## src/rtl/mic_tdoa_ctrl.sv

```systemverilog
// mic_tdoa_ctrl: time-difference-of-arrival sequencer for a left/right microphone pair.
//
// The block arms on a start pulse and waits for the first falling edge on either
// microphone. It then counts cycles until the other channel falls, or until TIMEOUT.
// The outcome is published through a valid/ack handshake, with irq mirroring
// result_valid. After the ack, the block ignores the microphones for HOLDOFF cycles
// to reject echoes. It then returns to IDLE, or re-arms when cfg_auto_rearm is set.
//
// Ports:
//   HCLK, HRESETn        clock, asynchronous active-low reset
//   microphone_left/right raw asynchronous sensor inputs, idle high, active-low pulse
//   start                arm request (IDLE only)
//   abort                return to IDLE from any state and clear the result
//   cfg_auto_rearm       after holdoff: 1 -> ARMED, 0 -> IDLE
//   result_ack           consumer acknowledge of the current result (DONE only)
//   busy                 high in every state except IDLE
//   result_valid, irq    result registers valid
//   direction            01 left first, 10 right first, 11 simultaneous, 00 none
//   delta_cnt            cycles between first and second edge detection
//   timeout              second channel never arrived
module mic_tdoa_ctrl #(
    parameter int unsigned CNT_W   = 17,
    parameter int unsigned TIMEOUT = 100000,
    parameter int unsigned HOLDOFF = 10000
) (
    input  logic             HCLK,
    input  logic             HRESETn,
    input  logic             microphone_left,
    input  logic             microphone_right,
    input  logic             start,
    input  logic             abort,
    input  logic             cfg_auto_rearm,
    input  logic             result_ack,
    output logic             busy,
    output logic             result_valid,
    output logic [1:0]       direction,
    output logic [CNT_W-1:0] delta_cnt,
    output logic             timeout,
    output logic             irq
);

    localparam int unsigned HOLD_W = (HOLDOFF < 2) ? 1 : $clog2(HOLDOFF + 1);
    localparam logic [CNT_W-1:0]  TimeoutVal = CNT_W'(TIMEOUT);
    localparam logic [HOLD_W-1:0] HoldoffVal = HOLD_W'(HOLDOFF);
    localparam logic [CNT_W-1:0]  CntMax     = {CNT_W{1'b1}};

    typedef enum logic [2:0] {
        StIdle,
        StArmed,
        StWait,
        StDone,
        StHoldoff
    } state_e;

    // ------------------------------------------------------------------
    // Input synchronizers plus history flop. The synchronizers are preset
    // high so that reset release does not fake an edge. Both channels see
    // identical latency, so the measured delta is unaffected.
    // ------------------------------------------------------------------
    logic l_sync1_q, l_sync2_q, l_hist_q;
    logic r_sync1_q, r_sync2_q, r_hist_q;
    logic fall_l, fall_r;

    always_ff @(posedge HCLK or negedge HRESETn) begin
        if (!HRESETn) begin
            l_sync1_q <= 1'b1;
            l_sync2_q <= 1'b1;
            l_hist_q  <= 1'b1;
            r_sync1_q <= 1'b1;
            r_sync2_q <= 1'b1;
            r_hist_q  <= 1'b1;
        end else begin
            l_sync1_q <= microphone_left;
            l_sync2_q <= l_sync1_q;
            l_hist_q  <= l_sync2_q;
            r_sync1_q <= microphone_right;
            r_sync2_q <= r_sync1_q;
            r_hist_q  <= r_sync2_q;
        end
    end

    assign fall_l = l_hist_q & ~l_sync2_q;
    assign fall_r = r_hist_q & ~r_sync2_q;

    // ------------------------------------------------------------------
    // Sequencer. All outputs are registered here.
    // ------------------------------------------------------------------
    state_e            state_q;
    logic              first_right_q;
    logic [CNT_W-1:0]  cnt_q;
    logic [HOLD_W-1:0] hold_q;
    logic              second_fall;

    // The edge that completes the measurement is the channel that did not start it.
    assign second_fall = first_right_q ? fall_l : fall_r;

    always_ff @(posedge HCLK or negedge HRESETn) begin
        if (!HRESETn) begin
            state_q       <= StIdle;
            first_right_q <= 1'b0;
            cnt_q         <= '0;
            hold_q        <= '0;
            busy          <= 1'b0;
            result_valid  <= 1'b0;
            irq           <= 1'b0;
            direction     <= 2'b00;
            delta_cnt     <= '0;
            timeout       <= 1'b0;
        end else if (abort) begin
            // Abort overrides everything else and wipes the published result.
            state_q       <= StIdle;
            first_right_q <= 1'b0;
            cnt_q         <= '0;
            hold_q        <= '0;
            busy          <= 1'b0;
            result_valid  <= 1'b0;
            irq           <= 1'b0;
            direction     <= 2'b00;
            delta_cnt     <= '0;
            timeout       <= 1'b0;
        end else begin
            case (state_q)
                StIdle: begin
                    if (start) begin
                        state_q <= StArmed;
                        busy    <= 1'b1;
                    end
                end

                StArmed: begin
                    if (fall_l && fall_r) begin
                        state_q      <= StDone;
                        result_valid <= 1'b1;
                        irq          <= 1'b1;
                        direction    <= 2'b11;
                        delta_cnt    <= '0;
                        timeout      <= 1'b0;
                    end else if (fall_l) begin
                        state_q       <= StWait;
                        first_right_q <= 1'b0;
                        cnt_q         <= CNT_W'(1);
                    end else if (fall_r) begin
                        state_q       <= StWait;
                        first_right_q <= 1'b1;
                        cnt_q         <= CNT_W'(1);
                    end
                end

                StWait: begin
                    // The second-channel edge is checked first, so it wins over a
                    // timeout in the same cycle.
                    if (second_fall) begin
                        state_q      <= StDone;
                        result_valid <= 1'b1;
                        irq          <= 1'b1;
                        direction    <= first_right_q ? 2'b10 : 2'b01;
                        delta_cnt    <= cnt_q;
                        timeout      <= 1'b0;
                    end else if (cnt_q == TimeoutVal) begin
                        state_q      <= StDone;
                        result_valid <= 1'b1;
                        irq          <= 1'b1;
                        direction    <= first_right_q ? 2'b10 : 2'b01;
                        delta_cnt    <= TimeoutVal;
                        timeout      <= 1'b1;
                    end else if (cnt_q != CntMax) begin
                        cnt_q <= cnt_q + CNT_W'(1);
                    end
                end

                StDone: begin
                    if (result_ack) begin
                        state_q      <= StHoldoff;
                        result_valid <= 1'b0;
                        irq          <= 1'b0;
                        hold_q       <= HOLD_W'(1);
                    end
                end

                StHoldoff: begin
                    // hold_q counts the holdoff cycles spent so far, starting at 1.
                    if (hold_q == HoldoffVal) begin
                        if (cfg_auto_rearm) begin
                            state_q <= StArmed;
                        end else begin
                            state_q <= StIdle;
                            busy    <= 1'b0;
                        end
                    end else begin
                        hold_q <= hold_q + HOLD_W'(1);
                    end
                end

                default: begin
                    state_q <= StIdle;
                    busy    <= 1'b0;
                end
            endcase
        end
    end

endmodule

```

## config.mk

```make
export PLATFORM = sky130hd
export DESIGN_NAME = mic_tdoa_ctrl
export DESIGN_NICKNAME = d
export VERILOG_FILES = /design/src/rtl/mic_tdoa_ctrl.sv
export SDC_FILE = /design/constraint.sdc
export NUM_CORES = 1
export LEC_CHECK = 0
export CAP_MARGIN = 20
export CORE_MARGIN = 4
export CORE_UTILIZATION = 25
export CTS_CLUSTER_SIZE = 14
export DETAILED_ROUTE_END_ITERATION = 16
export GPL_TIMING_DRIVEN = 0
export PLACE_DENSITY = 0.43
export SYNTH_ARGS = -nofsm -noshare
export SYNTH_HDL_FRONTEND = slang
export SYNTH_SLANG_ARGS = --single-unit
```

## constraint.sdc

```tcl
create_clock -name HCLK -period 2.45 [get_ports HCLK]
set_clock_uncertainty 0.1 [all_clocks]
set_input_delay 0.49 -clock HCLK [delete_from_list [all_inputs] [get_ports HCLK]]
set_output_delay 0.49 -clock HCLK [all_outputs]
set_load 0.03 [all_outputs]
```

==> reports/metrics.cfg <==
[sta]
period_needed_ns = 2.41
hold_viol_final = 0
timing.hold.ws_ns = 0.160
setup_tns_ns = 0
setup_viol = 0
rsz0062_at_grt = true
worst_slew_pin_slew_ns = 0.808
fmax_ghz = 0.416
maxSlewHeadroom = 0.461
maxSlewViolCount = 0
period_share = 0.982

[routing]
vias = 2818
ant_nets = 0
drcViolationCount = 0
wirelength_microns = 9200
drtIter0Drc = 154
post_drt_via_cell_ratio = 4.89
wire_per_inst_microns = 16.0
drtPass1Iterations = 4

[clocking]
clkSlewWorstSetupHoldPaths_ns = 0.05
cts_tree = yes
root_buffer = clkbuf_16
postCtsHoldBufs = 0
htree_levels = 3
clk_latency_ns = 0.32
cts_buffers = 9
clock_path_buffers = 2
numClockSinks = 63

[logic_synthesis]
netlist-cell-type-count = 65
yosysTopAreaCell = dfrtp_1
synth-edff-count = 0
synth_ff_type = dfrtp_1
syn_area_per_cell_sq_um = 9.89
syn_inst = 341
synth_area_leaders = dfrtp_1 42%, dfstp_2 4.7%, a21oi_1 4.6%
syn_area_sq_um = 3370
yosysWarnings = 0
synth_top_area_frac = 0.423
yosysSeqAreaShare = 0.470
synth-seq-cells = 63
synth-async-reset-ratio = 1.00
syn-num-nets = 354

[worst_setup_path]
cp_max_fo = 5
start_kind = flip-flop
reg2regPathDepth = 12
r2r-end = cnt_q[7]
critPathCaptureType = flip-flop
cp_data_required_time_ns = 2.59
rrSetupSlack_ns = 0.04
rr_startpoint = cnt_q[0]
critPathKind = reg2reg
arrival_ns = 2.54

[layout]
fillers = 1390
diodes = 0
nets = 409
final_common_cell = dfrtp_1
finalNonFillerCells = 576
area_growth_pct = 33.9
final_cell_mix = 46 x dfrtp_1, 37 x nand2_1, 29 x clkdlybuf4s50_1
drive_gt1_frac = 0.240
postLayoutCellArea_sq_um = 4520

[die]
die_h_microns = 124
die_x_microns = 124
start_util = 0.255
rows = 42
core-area_sq_um = 13200
die_area_sq_um = 15400
io_pins = 31

[pwr]
leakage_nw = 1.81
cellPowerDensity_nw_per_um2 = 780
finalPower_mw = 3.52
peakVddDrop_mv = 0.353

[global_routing]
grt_pass1_wl_microns = 14400
antenna_found_initial = 0
track_usage = 0.121
grt_max_degree = 64
first_global_vias = 2674
grt_overflow = 0

[place]
hpwl_microns = 6170
placed_cells = 547
place_area_sq_um = 3890
port_buffers = 30
gp_congestion = 0.834

[status]
status = finished clean

[min_path]
hp-class = in2async

[job]
drv_cap = 0

==> critical path: stages, from the launching register on <==
cell and delay (ns):
dfrtp_2 0.43, ha_4 0.17, inv_2 0.07, nor2_4 0.04
nand4_1 0.10, nor2_1 0.07, ha_2 0.17, and3b_1 0.21
buf_6 0.11, a21oi_4 0.06, buf_6 0.14, or4_4 0.48
a21oi_2 0.15
==> cells by family (layout without fill, tap and decap cells) <==
logic type,Yosys count,in the layout,synth area share
compound gates,99,99,0.199
xor+xnor,2,2,0.00519
fa+ha+maj,5,5,0.0185
buf+inv,29,88,0.0441
flops,63,63,0.470
mux,4,4,0.0130
simple gates,139,139,0.250
==> through the flow <==
step                setup slack, ns  utilization
floorplan                    0.0244            -
detailed placement           -0.293        0.294
finish                       0.0448        0.341
global placement              -1.44        0.294
global route                -0.0441        0.341
CTS                         0.00453        0.326
==> how the worst max path moves through the flow <==
stage	endpoint	startpoint	cells past startpoint	slack (ns)
2_1_floorplan	cnt_q[3]	cnt_q[0]	12	0.02
3_3_place_gp	delta_cnt[5]	HRESETn	1	-1.44
3_5_place_dp	state_q[0]	abort	7	-0.29
4_1_cts	cnt_q[5]	cnt_q[0]	12	0.005
5_1_grt	cnt_q[4]	cnt_q[4]	12	-0.04
6_report	cnt_q[7]	cnt_q[0]	12	0.04
==> flip-flops by register name, indices dropped and copies added, names as in the netlist, 2 cells and up <==
| signal | flops |
|---|---|
| state_q | 3 |
| hold_q | 14 |
| cnt_q | 17 |
| direction | 2 |
| delta_cnt | 17 |
==> cell usage after synthesis (6+ instances only) <==
| library cell | count |
|---|---|
| nand2_1 | 37 |
| dfstp_2 | 6 |
| o21ai_0 | 13 |
| a22o_1 | 13 |
| a2bb2oi_1 | 6 |
| or4_1 | 13 |
| nor2_1 | 16 |
| inv_1 | 12 |
| dfrtp_1 | 57 |
| nand3_1 | 17 |
| a21oi_1 | 31 |
| o31ai_1 | 13 |
==> layout make-up <==
cell class / count / area [sq um] / share of cell area
buffer: 16 / 123 / 0.0271
clock buffer: 12 / 256 / 0.0568
clock inverter: 3 / 90.1 / 0.0199
inverter: 13 / 52.6 / 0.0116
multi-input combinational: 249 / 1750 / 0.388
sequential: 63 / 1600 / 0.354
tap: 176 / 220 / 0.0488
timing repair buffer: 44 / 424 / 0.0939
==> per-layer routing <==
layer  GRT usage  share of wire  up-vias
li1            -              -     1391
met1       0.172           0.51     1383
met2       0.181           0.44       33
met3      0.0241          0.032       11
met4      0.0452          0.016        0
met5           0              0        -
==> power by group <==
part           switching [mW]  internal [mW]  leakage, nW
registers              0.0710           1.12        0.822
logic                   0.499          0.332        0.815
clock network           0.458           1.04        0.169
total                    1.03           2.50         1.81
==> repair_timing <==
action	in CTS	in global routing
pin swaps	3	10
resized for setup	14	29
gates cloned	0	2
buffers inserted	6	6
setup endpoints to repair	16	20
Note: power is estimated with default switching activity, not from simulation.
==> edit 1 (config.mk and constraints unchanged) <==
Reset style: synchronous (`HRESETn`), changed in 2 clocked blocks. Comments in the files are not updated.
--- a/src/rtl/mic_tdoa_ctrl.sv
+++ b/src/rtl/mic_tdoa_ctrl.sv
@@ -61,7 +61,7 @@
     logic r_sync1_q, r_sync2_q, r_hist_q;
     logic fall_l, fall_r;
 
-    always_ff @(posedge HCLK or negedge HRESETn) begin
+    always_ff @(posedge HCLK) begin
         if (!HRESETn) begin
             l_sync1_q <= 1'b1;
             l_sync2_q <= 1'b1;
@@ -94,7 +94,7 @@
     // The edge that completes the measurement is the channel that did not start it.
     assign second_fall = first_right_q ? fall_l : fall_r;
 
-    always_ff @(posedge HCLK or negedge HRESETn) begin
+    always_ff @(posedge HCLK) begin
         if (!HRESETn) begin
             state_q       <= StIdle;
             first_right_q <= 1'b0;
Formal check against the unedited RTL: differs if HRESETn is asserted again (counterexample within 4 cycles, from zero or initial values and one cycle with HRESETn low); with HRESETn held inactive, the same outputs for 10 cycles.
==> edit 1 against the unedited design <==
- core utilization is 1.4 points lower
- non-clock buffer count is 9 lower
- synthesized area is 8.1% lower
- via count is 2.1% lower
- sequential cell count stayed put
- sequential share of layout area is 3.4 points lower
- final area is 13% lower
- first-iteration DRC count is 56% higher
- wire length is 5.5% lower
- worst setup slack better by 0.056 ns
- critical endpoint is now cnt_q[13]$_SDFFE_PP0P_
- largest cell class unchanged
Power is not compared: it rests on default switching activity, and its combinational part moved more than twofold at a synthesized area within 25%.
==> edit 1: results (changes against the unedited design) <==
[outcome]
status=complete, no violations

[clock_tree]
clk_latency_ns=0.34  ; +0.02 ns
h-tree-depth=3  ; unchanged
clock_path_buffers=2  ; unchanged
cts_root_buf=clkbuf_16
clk_pin_slew_worst_paths_ns=0.06
cts_buffers=9  ; unchanged

[finish]
layout-drive-gt1-share=0.1357  ; -0.1043
top_regs=cnt_q: 17 flops, delta_cnt: 17 flops, hold_q: 14 flops
layout.nets=410  ; +0.24%
diodes=0  ; unchanged
n_fill_cell=1250  ; -10%

[global_route]
grt_pass1_wl_um=14430  ; +0.53%
grt_max_degree=11  ; -83%
grtUsageMet2=0.1907  ; +0.01000
antenna_found_initial=0  ; unchanged
grt_use_met3=0.02849  ; +0.004421
grt_usage=0.1287  ; +0.007935
met1_usage=0.1768  ; +0.004792
grt_pass1_vias=2647  ; -1.0%

[setup_path]
critPathLaunch=cnt_q[0]$_SDFFE_PP0P_
cpMaxStageDelayCell=dfxtp_2
worstPathArrival_ns=2.48  ; -0.06 ns
crit_fanout=8  ; +3
max_stage_delay_ns=0.36  ; -0.12 ns

[detailed_routing]
drt_iter0_markers=241  ; +56%
drtPass1Iterations=5  ; +1
vias_per_cell=4.873  ; -0.40%
vias=2758  ; -2.1%
wirelength_um=8687  ; -5.5%

[synthesis]
synth_area_leaders=dfxtp_1 (41%), nor2_1 (5.2%), a21oi_1 (4.0%)
synth_warnings=0  ; unchanged
ys_async_sr_fraction=0  ; -1.000
syn_inst=352  ; +3.2%
synthTopCellsByCount=dfxtp_1 (63), nor2_1 (43), a21oi_1 (25), nand2_1 (15), nand3_1 (15)
yosysSeqAreaShare=0.4068  ; -0.06280
synth_cell_type_count=62  ; -4.6%
syn-num-nets=367  ; +3.7%

[timing]
slew_headroom=0.6227  ; +0.1612

[placement]
gp_congestion=0.7954  ; -4.7%
place_hpwl_um=6146  ; -0.38%
portBuffers=30  ; unchanged
post-place-ws_ns=-0.3666  ; -0.07362 ns
post-place-cells=550  ; +0.55%

[worst_hold_path]
hold_path_class=reg -> reg
worstHoldStart=r_sync1_q$_SDFF_PN1_

[power_and_ir_drop]
p_leak_nw=1.379
peakVddDrop_v=0.0002520

-- edit 1: changes by cell type in the layout (fill, tap and decap cells not counted), sizes merged, moves of 12 or more --
cell / before / now
a22oi: 1 / 13
dfxtp: 0 / 63
dfrtp: 57 / 0
nor2: 17 / 46
a22o: 13 / 1
nand2: 37 / 15
-- edit 1: area by class of cell --
type | count | area [sq um] | share of cell area
repair buffers | 33 | 322.8 | 0.08172
multi-input cells | 258 | 1733 | 0.4387
plain buffers | 18 | 110.1 | 0.02787
clock buffers | 13 | 260.3 | 0.06589
inverters | 12 | 45.04 | 0.01140
clock inverters | 1 | 5.005 | 0.001267
flip-flops and latches | 63 | 1264 | 0.3199
well taps | 168 | 210.2 | 0.05322
-- edit 1: worst max-delay path, delay by kind of cell, from the launching register on --
family                   cells  cell delay, ns
AND/OR/NAND/NOR              4            0.84
AO/OA/AOI/OAI                3            0.50
adder cells (fa/ha/maj)      2            0.45
flip-flops                   1            0.36
-- edit 1: path summary, 6_finish.rpt --
path,end,slack (ns),cells past startpoint
worst min register to register,r_sync2_q$_SDFF_PN1_,0.30,1
worst min-delay path,r_sync2_q$_SDFF_PN1_,0.30,1
worst max-delay path,cnt_q[13]$_SDFFE_PP0P_,0.10,9
worst max register to register,cnt_q[13]$_SDFFE_PP0P_,0.10,9
-- edit 1: cell families after synthesis --
family,share of synthesized area
AND/OR/NAND/NOR,0.2776
AO/OA/AOI/OAI,0.2163
flip-flops,0.4068
buffers and inverters,0.05085
adder cells (fa/ha/maj),0.02825
XOR/XNOR,0.01695
multiplexers,0.003229
-- edit 1: what timing repair did --
item / 4_1_cts / 5_1_grt
setup buffers: 0 / 3
resized for setup: 8 / 4
pin swaps: 1 / 1
endpoints found under the setup margin: 18 / 13
hold buffers: 0 / 0
-- edit 1: where the power goes --
group / switching [mW] / internal (mW)
registers: 0.00476 / 1.03
logic: 0.0671 / 0.0435
clock network: 0.440 / 0.726
-- edit 1: per-stage QoR --
step	cell area, sq um	power (mW)
global placement	3611	1.172
CTS	3914	2.350
global route	3950	2.398
detailed placement	3611	1.172
finish	3950	2.316
floorplan	3100	1.130
-- edit 1: routing by layer --
metal | vias to the layer above | part of all wire
li1 | 1377 | -
met1 | 1306 | 0.49
met2 | 64 | 0.44
met3 | 11 | 0.051
met4 | 0 | 0.019
met5 | - | 0
==> edit 2 (same settings) <==
Without the edit above. The parameter `HOLDOFF` goes from 10000 to 40000.
--- a/src/rtl/mic_tdoa_ctrl.sv
+++ b/src/rtl/mic_tdoa_ctrl.sv
@@ -21,7 +21,7 @@
 module mic_tdoa_ctrl #(
     parameter int unsigned CNT_W   = 17,
     parameter int unsigned TIMEOUT = 100000,
-    parameter int unsigned HOLDOFF = 10000
+    parameter int unsigned HOLDOFF = 40000
 ) (
     input  logic             HCLK,
     input  logic             HRESETn,
Function: no difference found for any inputs over 10 cycles, from zero or initial values and one cycle with HRESETn low; that may be too few to reach the edited logic, so the function may still have changed.
==> edit 2 against the unedited design <==
- the run now ends with negative setup slack left
- sequential cell count grew 2
- wire length shrank 0.84%
- final area shrank 2.3%
- non-clock buffer count grew 5
- synthesized area shrank 1.4%
- power shrank 19%
- worst setup slack lost 0.050 ns
- largest power group unchanged
==> edit 2: results (changes against the unedited design) <==
[placement]
gp_congestion=0.7697  ; -7.8%
dpl-instance-area_sq_mm=0.003839  ; -1.4%
place_hpwl_um=5895  ; -4.4%

[synthesis]
syn-num-nets=344  ; -2.8%
synth_cell_type_count=55  ; -15%
synth_area_leaders=dfrtp_1 (44%), dfstp_2 (4.7%), a21oi_1 (3.5%)
synthTopCellsByCount=dfrtp_1 (59), nand2_1 (24), nor2_1 (24), a21oi_1 (23), nand3_1 (21)
ys_async_sr_fraction=1.000  ; unchanged

[finish]
top_regs=cnt_q: 17 flops, delta_cnt: 17 flops, hold_q: 16 flops
layout.nets=404  ; -1.2%
layout-drive-gt1-share=0.2222  ; -0.01778

[timing]
worst_slack_ns=-0.005254  ; -0.05002 ns
setup_viol=1  ; +1
fin_setup_tns_ns=-0.005254  ; -0.005254 ns
worst_slew_pin_slew_ns=0.8595  ; +0.05169 ns

[setup_path]
max_stage_delay_ns=0.46  ; -0.02 ns
r2r-end=cnt_q[3]$_DFFE_PN0P_
rr_worst_depth=10  ; -2
cpMaxStageDelayCell=or4_1

[outcome]
violations=negative setup slack
status=finished with violations

[global_route]
grt_pass1_vias=2833  ; +5.9%
grt_usage=0.1247  ; +0.003961
grt_max_degree=66  ; +3.1%

[power_and_ir_drop]
p_leak_nw=1.802  ; -0.18%
peakVddDrop_v=0.0003936  ; +12%

[clock_tree]
cts_root_buf=clkbuf_16

[detailed_routing]
vias=2833  ; +0.53%

[edit 2: cell types whose count changed after synthesis, sizes merged, moves of 4 or more]
cell	change
nand2	-13
xor2	+9
a21oi	-8
nor2	+7
and2	-6
nand4	+6
nand3	+4
[edit 2: kinds of logic (layout without fill, tap and decap cells)]
| group | Yosys count | in the layout | share of synthesized area |
|---|---|---|---|
| AND/OR/NAND/NOR | 131 | 131 | 0.2242 |
| XOR/XNOR | 11 | 11 | 0.02897 |
| buffers and inverters | 26 | 91 | 0.03725 |
| adder cells (fa/ha/maj) | 5 | 5 | 0.01881 |
| flip-flops | 65 | 65 | 0.4913 |
| multiplexers | 5 | 5 | 0.01655 |
| AO/OA/AOI/OAI | 88 | 88 | 0.1828 |
[edit 2: where the power goes]
part / switching [mW] / internal (mW)
logic: 0.289 / 0.185
registers: 0.0426 / 1.13
clock network: 0.455 / 0.742
[edit 2: area by class of cell]
class                           count  area (sq um)
Clock buffer                       16         271.5
Fill cell                        1339          8412
Inverter                           10         40.04
Multi-Input combinational cell    240          1695
Sequential cell                    65          1643
Timing Repair Buffer               49         447.9
Tap cell                          172         215.2
Buffer                             16         100.1
[edit 2: through the flow]
step | total power [mW] | std cells
after detailed placement | 1.618 | 533
after floorplan | 1.444 | 331
final | 2.842 | 568
after CTS | 2.852 | 558
after global placement | 1.617 | 533
after global routing | 2.971 | 568
[edit 2: worst min path at each step]
stage                     slack (ns)                  endpoint  cells after the start                start
final                           0.15  delta_cnt[3]$_DFFE_PN0P_                      1              HRESETn
after global routing            0.26       l_sync2_q$_DFF_PN1_                      0  l_sync1_q$_DFF_PN1_
after CTS                       0.22  delta_cnt[3]$_DFFE_PN0P_                      1              HRESETn
after detailed placement        0.25       l_sync2_q$_DFF_PN1_                      0  l_sync1_q$_DFF_PN1_
after global placement          0.25       r_sync2_q$_DFF_PN1_                      0  r_sync1_q$_DFF_PN1_
after floorplan                 0.09          busy$_DFFE_PN0P_                      0              HRESETn
[edit 2: what timing repair did]
action                     in CTS  in global routing
setup endpoints to repair      28                 15
gates resized for setup        12                 32
pin swaps                       9                 12
cloned                          0                  1
setup buffers                   9                  9
[edit 2: layer usage]
metal,vias to the layer above,GRT usage,part of all wire
met5,-,0,0
met4,0,0.04291,0.018
met3,11,0.03568,0.045
met2,58,0.1940,0.49
met1,1398,0.1662,0.45
li1,1366,-,-
